===== config.mk =====
export PLATFORM = sky130hd
export DESIGN_NAME = lc3_pipe_controller
export DESIGN_NICKNAME = d
export VERILOG_FILES = /design/src/rtl/lc3_pipe_controller.sv
export SDC_FILE = /design/constraint.sdc
export NUM_CORES = 1
export LEC_CHECK = 0
export CAP_MARGIN = 25
export CORE_MARGIN = 1.5
export CORE_UTILIZATION = 32
export CTS_CLUSTER_DIAMETER = 200
export DETAILED_ROUTE_END_ITERATION = 12
export PLACE_DENSITY = 0.79
export SYNTH_ARGS = -nofsm -noshare
export SYNTH_HDL_FRONTEND = slang
export SYNTH_SLANG_ARGS = --single-unit

===== constraint.sdc =====
create_clock -name clk -period 1.69 [get_ports clk]
set_clock_uncertainty 0.2 [all_clocks]
set_input_delay 0.338 -clock clk [delete_from_list [all_inputs] [get_ports clk]]
set_output_delay 0.338 -clock clk [all_outputs]
set_load 0.005 [all_outputs]

===== src/rtl/lc3_pipe_controller.sv =====
// ============================================================================
// lc3_pipe_controller
// Hazard and sequencing controller for the LC3-2 five-stage pipeline
// (fetch, decode, execute, memaccess, writeback). Compares the decode-stage
// instruction against the execute-stage instruction and produces stage
// enables, execute-stage bypass selects, branch redirect and the memaccess
// state sequence.
//
// Ports
//   clk              in   pipeline clock, rising edge
//   rst              in   asynchronous active-low reset
//   complete_instr   in   instruction memory returned fetch data this cycle
//   complete_data    in   data memory finished the current mem_state access
//   IR[15:0]         in   instruction in decode
//   IR_Exec[15:0]    in   instruction in execute
//   NZP[2:0]         in   branch condition from execute (000 when not BR)
//   psr[2:0]         in   current condition codes {N,Z,P}
//   enable_updatePC  out  PC register update
//   enable_fetch     out  fetch stage enable
//   enable_decode    out  decode stage enable
//   enable_execute   out  execute stage enable
//   enable_writeback out  writeback stage enable
//   bypass_alu_1/2   out  execute src1/src2 take previous aluout
//   bypass_mem_1/2   out  execute src1/src2 take memory data
//   br_taken         out  redirect PC to pcout
//   mem_state[1:0]   out  0=read, 1=indirect read, 2=write, MEM_IDLE=idle
//
// Only mem_state and the internal run flag / branch counter are registered;
// enables, bypass selects and br_taken are decoded combinationally from that
// state and the current instruction pair, as the datapath muxes need them in
// the same cycle.
// ============================================================================
module lc3_pipe_controller #(
    parameter int unsigned BR_PENALTY = 3,
    parameter logic [1:0]  MEM_IDLE   = 2'd3
) (
    input  logic        clk,
    input  logic        rst,
    input  logic        complete_instr,
    input  logic        complete_data,
    input  logic [15:0] IR,
    input  logic [15:0] IR_Exec,
    input  logic [2:0]  NZP,
    input  logic [2:0]  psr,
    output logic        enable_updatePC,
    output logic        enable_fetch,
    output logic        enable_decode,
    output logic        enable_execute,
    output logic        enable_writeback,
    output logic        bypass_alu_1,
    output logic        bypass_alu_2,
    output logic        bypass_mem_1,
    output logic        bypass_mem_2,
    output logic        br_taken,
    output logic [1:0]  mem_state
);

    localparam int unsigned CNT_W = 3;
    localparam int unsigned OP_W  = 4;

    localparam logic [OP_W-1:0] OP_BR  = 4'b0000;
    localparam logic [OP_W-1:0] OP_ADD = 4'b0001;
    localparam logic [OP_W-1:0] OP_LD  = 4'b0010;
    localparam logic [OP_W-1:0] OP_ST  = 4'b0011;
    localparam logic [OP_W-1:0] OP_AND = 4'b0101;
    localparam logic [OP_W-1:0] OP_LDR = 4'b0110;
    localparam logic [OP_W-1:0] OP_STR = 4'b0111;
    localparam logic [OP_W-1:0] OP_NOT = 4'b1001;
    localparam logic [OP_W-1:0] OP_LDI = 4'b1010;
    localparam logic [OP_W-1:0] OP_STI = 4'b1011;
    localparam logic [OP_W-1:0] OP_JMP = 4'b1100;
    localparam logic [OP_W-1:0] OP_LEA = 4'b1110;

    typedef enum logic [1:0] {
        MS_READ  = 2'd0,
        MS_IND   = 2'd1,
        MS_WRITE = 2'd2,
        MS_IDLE  = MEM_IDLE
    } mem_st_e;

    // Opcode class decoders
    function automatic logic is_alu(input logic [OP_W-1:0] op);
        return (op == OP_ADD) || (op == OP_AND) || (op == OP_NOT);
    endfunction

    function automatic logic is_load(input logic [OP_W-1:0] op);
        return (op == OP_LD) || (op == OP_LDR) || (op == OP_LDI);
    endfunction

    function automatic logic is_store(input logic [OP_W-1:0] op);
        return (op == OP_ST) || (op == OP_STR) || (op == OP_STI);
    endfunction

    function automatic logic is_ctrl(input logic [OP_W-1:0] op);
        return (op == OP_BR) || (op == OP_JMP);
    endfunction

    // State: run goes high on the first edge after reset release
    logic               run;
    mem_st_e            mem_st;
    logic [CNT_W-1:0]   br_cnt;

    logic [OP_W-1:0]    op_d;
    logic [OP_W-1:0]    op_e;
    logic               mem_idle;
    logic               br_wait;
    logic               br_first;
    logic               br_final;

    assign op_d     = IR[15:12];
    assign op_e     = IR_Exec[15:12];
    assign mem_idle = (mem_st == MS_IDLE);
    assign br_wait  = (br_cnt != '0);
    assign br_first = (br_cnt == CNT_W'(BR_PENALTY));
    assign br_final = (br_cnt == CNT_W'(1));

    assign mem_state = 2'(mem_st);

    // Stage enables: reset, then memory stall, then branch wait, then fetch stall
    always_comb begin
        enable_updatePC  = 1'b0;
        enable_fetch     = 1'b0;
        enable_decode    = 1'b0;
        enable_execute   = 1'b0;
        enable_writeback = 1'b0;
        if (run) begin
            enable_writeback = mem_idle ||
                               (((mem_st == MS_READ) || (mem_st == MS_WRITE)) && complete_data);
            if (mem_idle) begin
                enable_execute = 1'b1;
                if (br_wait) begin
                    // Redirect cycle updates PC regardless of fetch status
                    enable_updatePC = br_final;
                    enable_decode   = br_first && complete_instr;
                end else begin
                    enable_updatePC = complete_instr;
                    enable_fetch    = complete_instr;
                    enable_decode   = complete_instr;
                end
            end
        end
    end

    // Bypass selects: compare execute destination against decode sources
    logic [2:0] dest;
    logic [2:0] src1;
    logic       src1_used;
    logic       src2_used;
    logic       hit1;
    logic       hit2;
    logic       alu_src;
    logic       mem_src;

    always_comb begin
        dest      = IR_Exec[11:9];
        src1      = is_store(op_d) ? IR[11:9] : IR[8:6];
        src1_used = is_alu(op_d) || (op_d == OP_LDR) || is_store(op_d) || (op_d == OP_JMP);
        src2_used = ((op_d == OP_ADD) || (op_d == OP_AND)) && !IR[5];
        hit1      = src1_used && (dest == src1);
        hit2      = src2_used && (dest == IR[2:0]);
        alu_src   = run && (is_alu(op_e) || (op_e == OP_LEA));
        mem_src   = run && is_load(op_e) && (mem_st == MS_READ) && complete_data;

        bypass_alu_1 = alu_src && hit1;
        bypass_alu_2 = alu_src && hit2;
        bypass_mem_1 = mem_src && hit1 && !bypass_alu_1;
        bypass_mem_2 = mem_src && hit2 && !bypass_alu_2;
    end

    // Branch resolution in execute
    always_comb begin
        br_taken = run && (((op_e == OP_BR) && ((NZP & psr) != 3'b000)) || (op_e == OP_JMP));
    end

    // Memory FSM, branch-penalty counter and run flag
    always_ff @(posedge clk or negedge rst) begin
        if (!rst) begin
            run    <= 1'b0;
            mem_st <= MS_IDLE;
            br_cnt <= '0;
        end else begin
            run <= 1'b1;

            case (mem_st)
                MS_IDLE: begin
                    if (enable_execute) begin
                        if ((op_e == OP_LD) || (op_e == OP_LDR)) begin
                            mem_st <= MS_READ;
                        end else if ((op_e == OP_LDI) || (op_e == OP_STI)) begin
                            mem_st <= MS_IND;
                        end else if ((op_e == OP_ST) || (op_e == OP_STR)) begin
                            mem_st <= MS_WRITE;
                        end
                    end
                end
                // Execute is stalled, so IR_Exec still holds the LDI/STI
                MS_IND: begin
                    if (complete_data) begin
                        mem_st <= (op_e == OP_STI) ? MS_WRITE : MS_READ;
                    end
                end
                MS_READ, MS_WRITE: begin
                    if (complete_data) begin
                        mem_st <= MS_IDLE;
                    end
                end
                default: mem_st <= MS_IDLE;
            endcase

            // Counter freezes under memory stall; a new load only once the
            // previous penalty has drained so a wrong-path CTRL cannot extend it
            if (mem_idle) begin
                if (br_wait) begin
                    br_cnt <= br_cnt - CNT_W'(1);
                end else if (enable_decode && is_ctrl(op_d)) begin
                    br_cnt <= CNT_W'(BR_PENALTY);
                end
            end
        end
    end

    // Instruction fields that carry no hazard information
    logic unused_fields;
    assign unused_fields = &{1'b0, IR[4:3], IR_Exec[8:0]};

endmodule


==> flow_summary.json, run 1 <==
{
  "initial_core_util_pct": 34.2,
  "fin_tns_setup_ns": -2.48,
  "synth_cells": 87,
  "pre_cts_ws_ns": -1.14,
  "dpl-instance-area_sq_um": 1290,
  "grt_usage_pct": 26.4,
  "clockRootBuffer": "clkbuf_4",
  "dieArea_sq_um": 2380,
  "crit_arrival_ns": 1.55,
  "overflow": 0,
  "gp_congestion": 0.840,
  "synth_fa_ha_area_share_pct": 7.46,
  "drt_wl_total_mm": 3.18,
  "fin_ws_ns": -0.400,
  "cts_max_level": 1,
  "synth_seq_cells": 6,
  "grt_pass1_vias": 1080,
  "antennaDiodeCount": 0,
  "drv_cap": 0,
  "area_growth_pct": 150,
  "drc": 0,
  "synth_xor_xnor_area_share_pct": 7.84,
  "critical_path.max_fanout": 2,
  "grt_pass1_wl_mm": 4.85,
  "nNetsFinal": 224,
  "violations": "setup timing",
  "dp_cells": 178,
  "finalInstanceArea_sq_um": 1680,
  "ys_warn_count": 0,
  "status": "complete, but fails checks",
  "synth_top_family_by_area": "simple AND/OR/NAND/NOR gates",
  "via_count": 1026,
  "synthDistinctLibCells": 35,
  "period_minus_slack_ns": 2.09,
  "ant_nets": 0,
  "ir_drop_mv": 0.617,
  "post_drt_via_cell_ratio": 5.03,
  "crit_required_ns": 1.15,
  "muxShareOfSynthArea_pct": 1.68,
  "hold_ws_ns": 0.135,
  "fin_cells": 204,
  "syn_nets": 133,
  "cts_sinks": 6,
  "core-area_sq_um": 1960,
  "fmax_ghz": 0.478,
  "hold_viol_final": 0,
  "antenna_found_initial": 0,
  "rsz0062_at_grt": "yes",
  "ys_seq_area_share_pct": 22.8,
  "drt-pass1-iter-count": 4,
  "worstHoldPathType": "in2async",
  "route.detailed.wl_per_inst_um": 15.6,
  "finalPower_mw": 1.66,
  "fin_util_pct": 85.5,
  "synth_compound_area_share_pct": 22.8,
  "setup_viol": 10,
  "drt_iter0_drc": 16,
  "period_share_pct": 124,
  "synthArstFlopShare_pct": 100,
  "dp_hpwl_mm": 1.79,
  "die_w_um": 48.8,
  "drv_slew": 0,
  "clkTransAtPathRegs_ns": 0.05,
  "portBuffers": 42,
  "cts_hold_buf": 0,
  "ys.flop_type": "dfrtp_1",
  "clk_path_buf_depth": 2,
  "endpoint_kind": "primary output",
  "syn_area_sq_um": 671,
  "synth.avg_cell_area_sq_um": 7.71,
  "final_layout_size_suffix_gt1_share_pct": 63.8,
  "numCtsBuffers": 3,
  "setup.worst_path.start_class": "input pin",
  "power_density_nw_per_um2": 992,
  "cts_tree": "yes",
  "die_y_um": 48.8,
  "yosys.area_share.simple_pct": 34.1,
  "critPathKind": "in2out",
  "clk-insertion-delay-late_ns": 0.25,
  "synth_edf_count": 0,
  "p_leak_nw": 0.781,
  "io_pins": 54,
  "num_rows": 16,
  "rrSetupSlack_ns": 0.03,
  "grt_max_degree": 8
}
==> sequential cells by signal (all words and copies together) (netlist names) <==
register and cells:
br_cnt 3, mem_state 2, run 1
==> cell type report <==
class,instances,area [sq um]
clock buffers,4,26.3
multi-input cells,76,709
repair buffers,86,737
inverters,5,18.8
well taps,27,33.8
flip-flops and latches,6,153
fillers,98,284
==> where the power goes <==
group	total (mW)	leakage [nW]	switching (mW)	internal (mW)
Combinational	1.24	0.699	0.530	0.711
Sequential	0.270	0.0673	0.0449	0.225
Clock	0.153	0.0150	0.0632	0.0902
==> worst paths after layout <==
kind,startpoint,to,depth (start not counted)
min in group clk,IR_Exec[13],mem_state[1],4
hold reg to reg,br_cnt[2],br_cnt[2],2
hold / removal,rst,run,1
setup / recovery,IR[9],bypass_mem_1,7
setup reg to reg,mem_state[1],br_cnt[1],7
max in group asynchronous,rst,mem_state[1],1
==> repair_timing <==
action,CTS,global route
pin swaps,31,20
resized for setup,161,33
setup buffers,19,6
setup endpoints to repair,13,14
==> cell usage in the layout, fill, tap and decap left out, types with 3 or more instances in the layout <==
master	count
nand2_1	5
nor2_1	5
dlygate4sd2_1	10
buf_2	16
a21oi_2	3
buf_4	25
buf_6	27
clkbuf_4	3
clkdlybuf4s15_1	3
dfrtp_1	4
nand2b_1	4
xnor2_1	4
inv_1	4
o21ai_0	4
==> Yosys cell counts, types with 2 or more instances <==
| cell | count | area share (%) |
|---|---|---|
| nand2_1 | 8 | 4.5 |
| nand3_1 | 3 | 2.2 |
| o221ai_1 | 2 | 2.6 |
| nor3_1 | 4 | 3.0 |
| nor3b_1 | 2 | 2.2 |
| dfstp_2 | 2 | 7.8 |
| a311oi_1 | 2 | 2.6 |
| a21oi_1 | 5 | 3.7 |
| ha_1 | 4 | 7.5 |
| o21ai_0 | 6 | 4.5 |
| xnor2_1 | 5 | 6.5 |
| dfrtp_1 | 4 | 15 |
| nand2b_1 | 5 | 4.7 |
| inv_1 | 5 | 2.8 |
| nand4b_1 | 2 | 2.6 |
| nor2b_1 | 3 | 2.8 |
| nor2_1 | 7 | 3.9 |
==> worst max-delay path, cell delays in order <==
cell,delay [ns]
buf_6,0.09
or2_4,0.24
a2111oi_4,0.38
nor2b_4,0.08
buf_6,0.14
nor3_4,0.14
buf_2,0.14
==> cell families (layout without fill, tap and decap cells) <==
family / Yosys count / in the layout
other: 1 / 1
DFF: 6 / 6
buffers and inverters: 5 / 95
and+or+nand+nor: 42 / 42
adders and majority gates: 4 / 4
xor gates and xnor gates: 6 / 6
muxes: 1 / 1
AOI/OAI and AO/OA: 22 / 22
==> per-layer routing <==
layer | GRT usage, % | part of all wire, % | vias up
met2 | 51.8 | 56 | 41
met1 | 27.5 | 37 | 472
met3 | 4.60 | 4.8 | 8
met5 | 0 | 0 | -
li1 | - | - | 505
met4 | 9.52 | 2.0 | 0
Note: power is estimated with default switching activity, not from simulation.
==> run 2, diff against run 1 <==
Settings changed: CORE_UTILIZATION 32 to 29, PLACE_DENSITY 0.79 to 0.75.
Clock period 1.69 ns to 1.8 ns, I/O delays scaled along.
==> flow_summary.json, run 2 (same netlist as run 1, synthesis figures left out) <==
{
  "switching_share_pct": 36.3,
  "numCtsBuffers": 3,
  "io_pins": 54,
  "final_cell_mix": "28 x buf_4, 14 x buf_2, 12 x buf_6",
  "drt_iter0_drc": 21,
  "hold_ws_ns": 0.141,
  "fin_util_pct": 68.8,
  "pwr-share-comb_pct": 69.6,
  "setup_viol": 10,
  "final_layout_size_suffix_gt1_share_pct": 57.2,
  "regMostFlops": "br_cnt",
  "ant_nets": 0,
  "pre_cts_ws_ns": -1.06,
  "grt_pass1_vias": 1047,
  "crit_arrival_ns": 1.58,
  "route.detailed.wl_per_inst_um": 12.8,
  "violations": "setup timing",
  "seqPwrFrac_pct": 19.5,
  "p_leak_nw": 0.692,
  "drt_wl_total_mm": 2.49,
  "hold_viol_final": 0,
  "cts_tree": "yes",
  "clockRootBuffer": "clkbuf_4",
  "finalPower_mw": 1.24,
  "num_rows": 17,
  "cts_sinks": 6,
  "nNetsFinal": 214,
  "fin_tns_setup_ns": -1.81,
  "antenna_found_initial": 0,
  "cts_max_level": 1,
  "period_minus_slack_ns": 2.14,
  "clkTransAtPathRegs_ns": 0.05,
  "clk_path_buf_depth": 2,
  "drv_slew": 0,
  "largest_register_ffs": 3,
  "worstHoldPathType": "in2async",
  "drt-pass1-iter-count": 4,
  "overflow": 0,
  "finalInstanceArea_sq_um": 1510,
  "gp_congestion": 0.824,
  "via_count": 971,
  "fin_ws_ns": -0.344,
  "dp_cells": 180,
  "endpoint_kind": "primary output",
  "core-area_sq_um": 2190,
  "post_drt_via_cell_ratio": 5.01,
  "dpl-instance-area_sq_um": 1300,
  "critPathKind": "reg2out",
  "portBuffers": 42,
  "critical_path.max_fanout": 3,
  "dp_hpwl_mm": 1.78,
  "area_growth_pct": 125,
  "crit_required_ns": 1.24,
  "period_share_pct": 119,
  "fmax_ghz": 0.466,
  "internal-power_mw": 0.793,
  "dieArea_sq_um": 2610,
  "power_density_nw_per_um2": 825,
  "layout_commonest_cell": "buf_4",
  "fin_cells": 194,
  "drv_cap": 0,
  "grt_usage_pct": 21.9,
  "initial_core_util_pct": 30.6,
  "rsz0062_at_grt": "yes",
  "ir_drop_mv": 0.537,
  "setup.worst_path.start_class": "flip-flop",
  "cts_hold_buf": 0,
  "grt_max_degree": 9,
  "die_w_um": 51.1,
  "drc": 0,
  "status": "complete, but fails checks",
  "clkPwrFrac_pct": 10.9,
  "clk-insertion-delay-late_ns": 0.26,
  "die_y_um": 51.1,
  "antennaDiodeCount": 0,
  "power_switching_mw": 0.451,
  "grt_pass1_wl_mm": 4.27
}
run 2: changes by cell type in the layout (fill, tap and decap cells not counted), sizes merged:
cell / delta
clkbuf: -1
clkdlybuf4s50: +2
clkdlybuf4s15: +2
buf: -13
dlygate4sd2: -1
run 2: repair_timing:
action / 4_1_cts / 5_1_grt
setup buffers: 12 / 1
endpoints found under the setup margin: 12 / 12
gates resized for setup: 155 / 5
pin swaps: 27 / 11
hold endpoints to repair: 0 / 0
run 2: area by class of cell:
cell class,count,area (sq um)
flip-flops and latches,6,153
clock buffers,3,22.5
repair buffers,76,629
multi-input cells,76,649
fillers,187,683
well taps,28,35.0
inverters,5,18.8
run 2: power by group through the flow:
stage	clock network, mW	registers, mW	logic [mW]
after floorplan	0	0.278	0.247
after global placement	0	0.235	0.669
after global routing	0.150	0.248	0.954
final	0.136	0.242	0.866
after CTS	0.143	0.242	0.834
after detailed placement	0	0.239	0.689
run 2: final timing paths:
check | startpoint | endpoint | slack (ns) | depth (start not counted)
min | rst | br_cnt[2] | 0.14 | 1
max reg2reg | mem_state[1] | br_cnt[1] | -0.01 | 8
max in group asynchronous | rst | mem_state[1] | 0.98 | 1
min in group clk | IR_Exec[14] | mem_state[1] | 0.28 | 5
min reg2reg | br_cnt[0] | br_cnt[0] | 0.37 | 2
max | mem_state[0] | bypass_mem_1 | -0.34 | 4
run 2: per-layer routing:
layer | global-route usage (%) | share of wire, %
met1 | 20.9 | 35
met2 | 42.2 | 57
met5 | 0 | 0
met4 | 14.0 | 2.7
met3 | 3.80 | 5.1
run 2: worst max-delay path, stage by stage, from the launching register on:
cell	delay, ns
dfstp_2	0.37
nand2b_4	0.14
or4_4	0.54
nor3_2	0.15
buf_2	0.12
==> run 3, diff against run 2 <==
Settings changed: CTS_CLUSTER_DIAMETER 200 to 40.
==> results of run 3 <==
Final layout, timing and power as in run 2 (identical DEF).
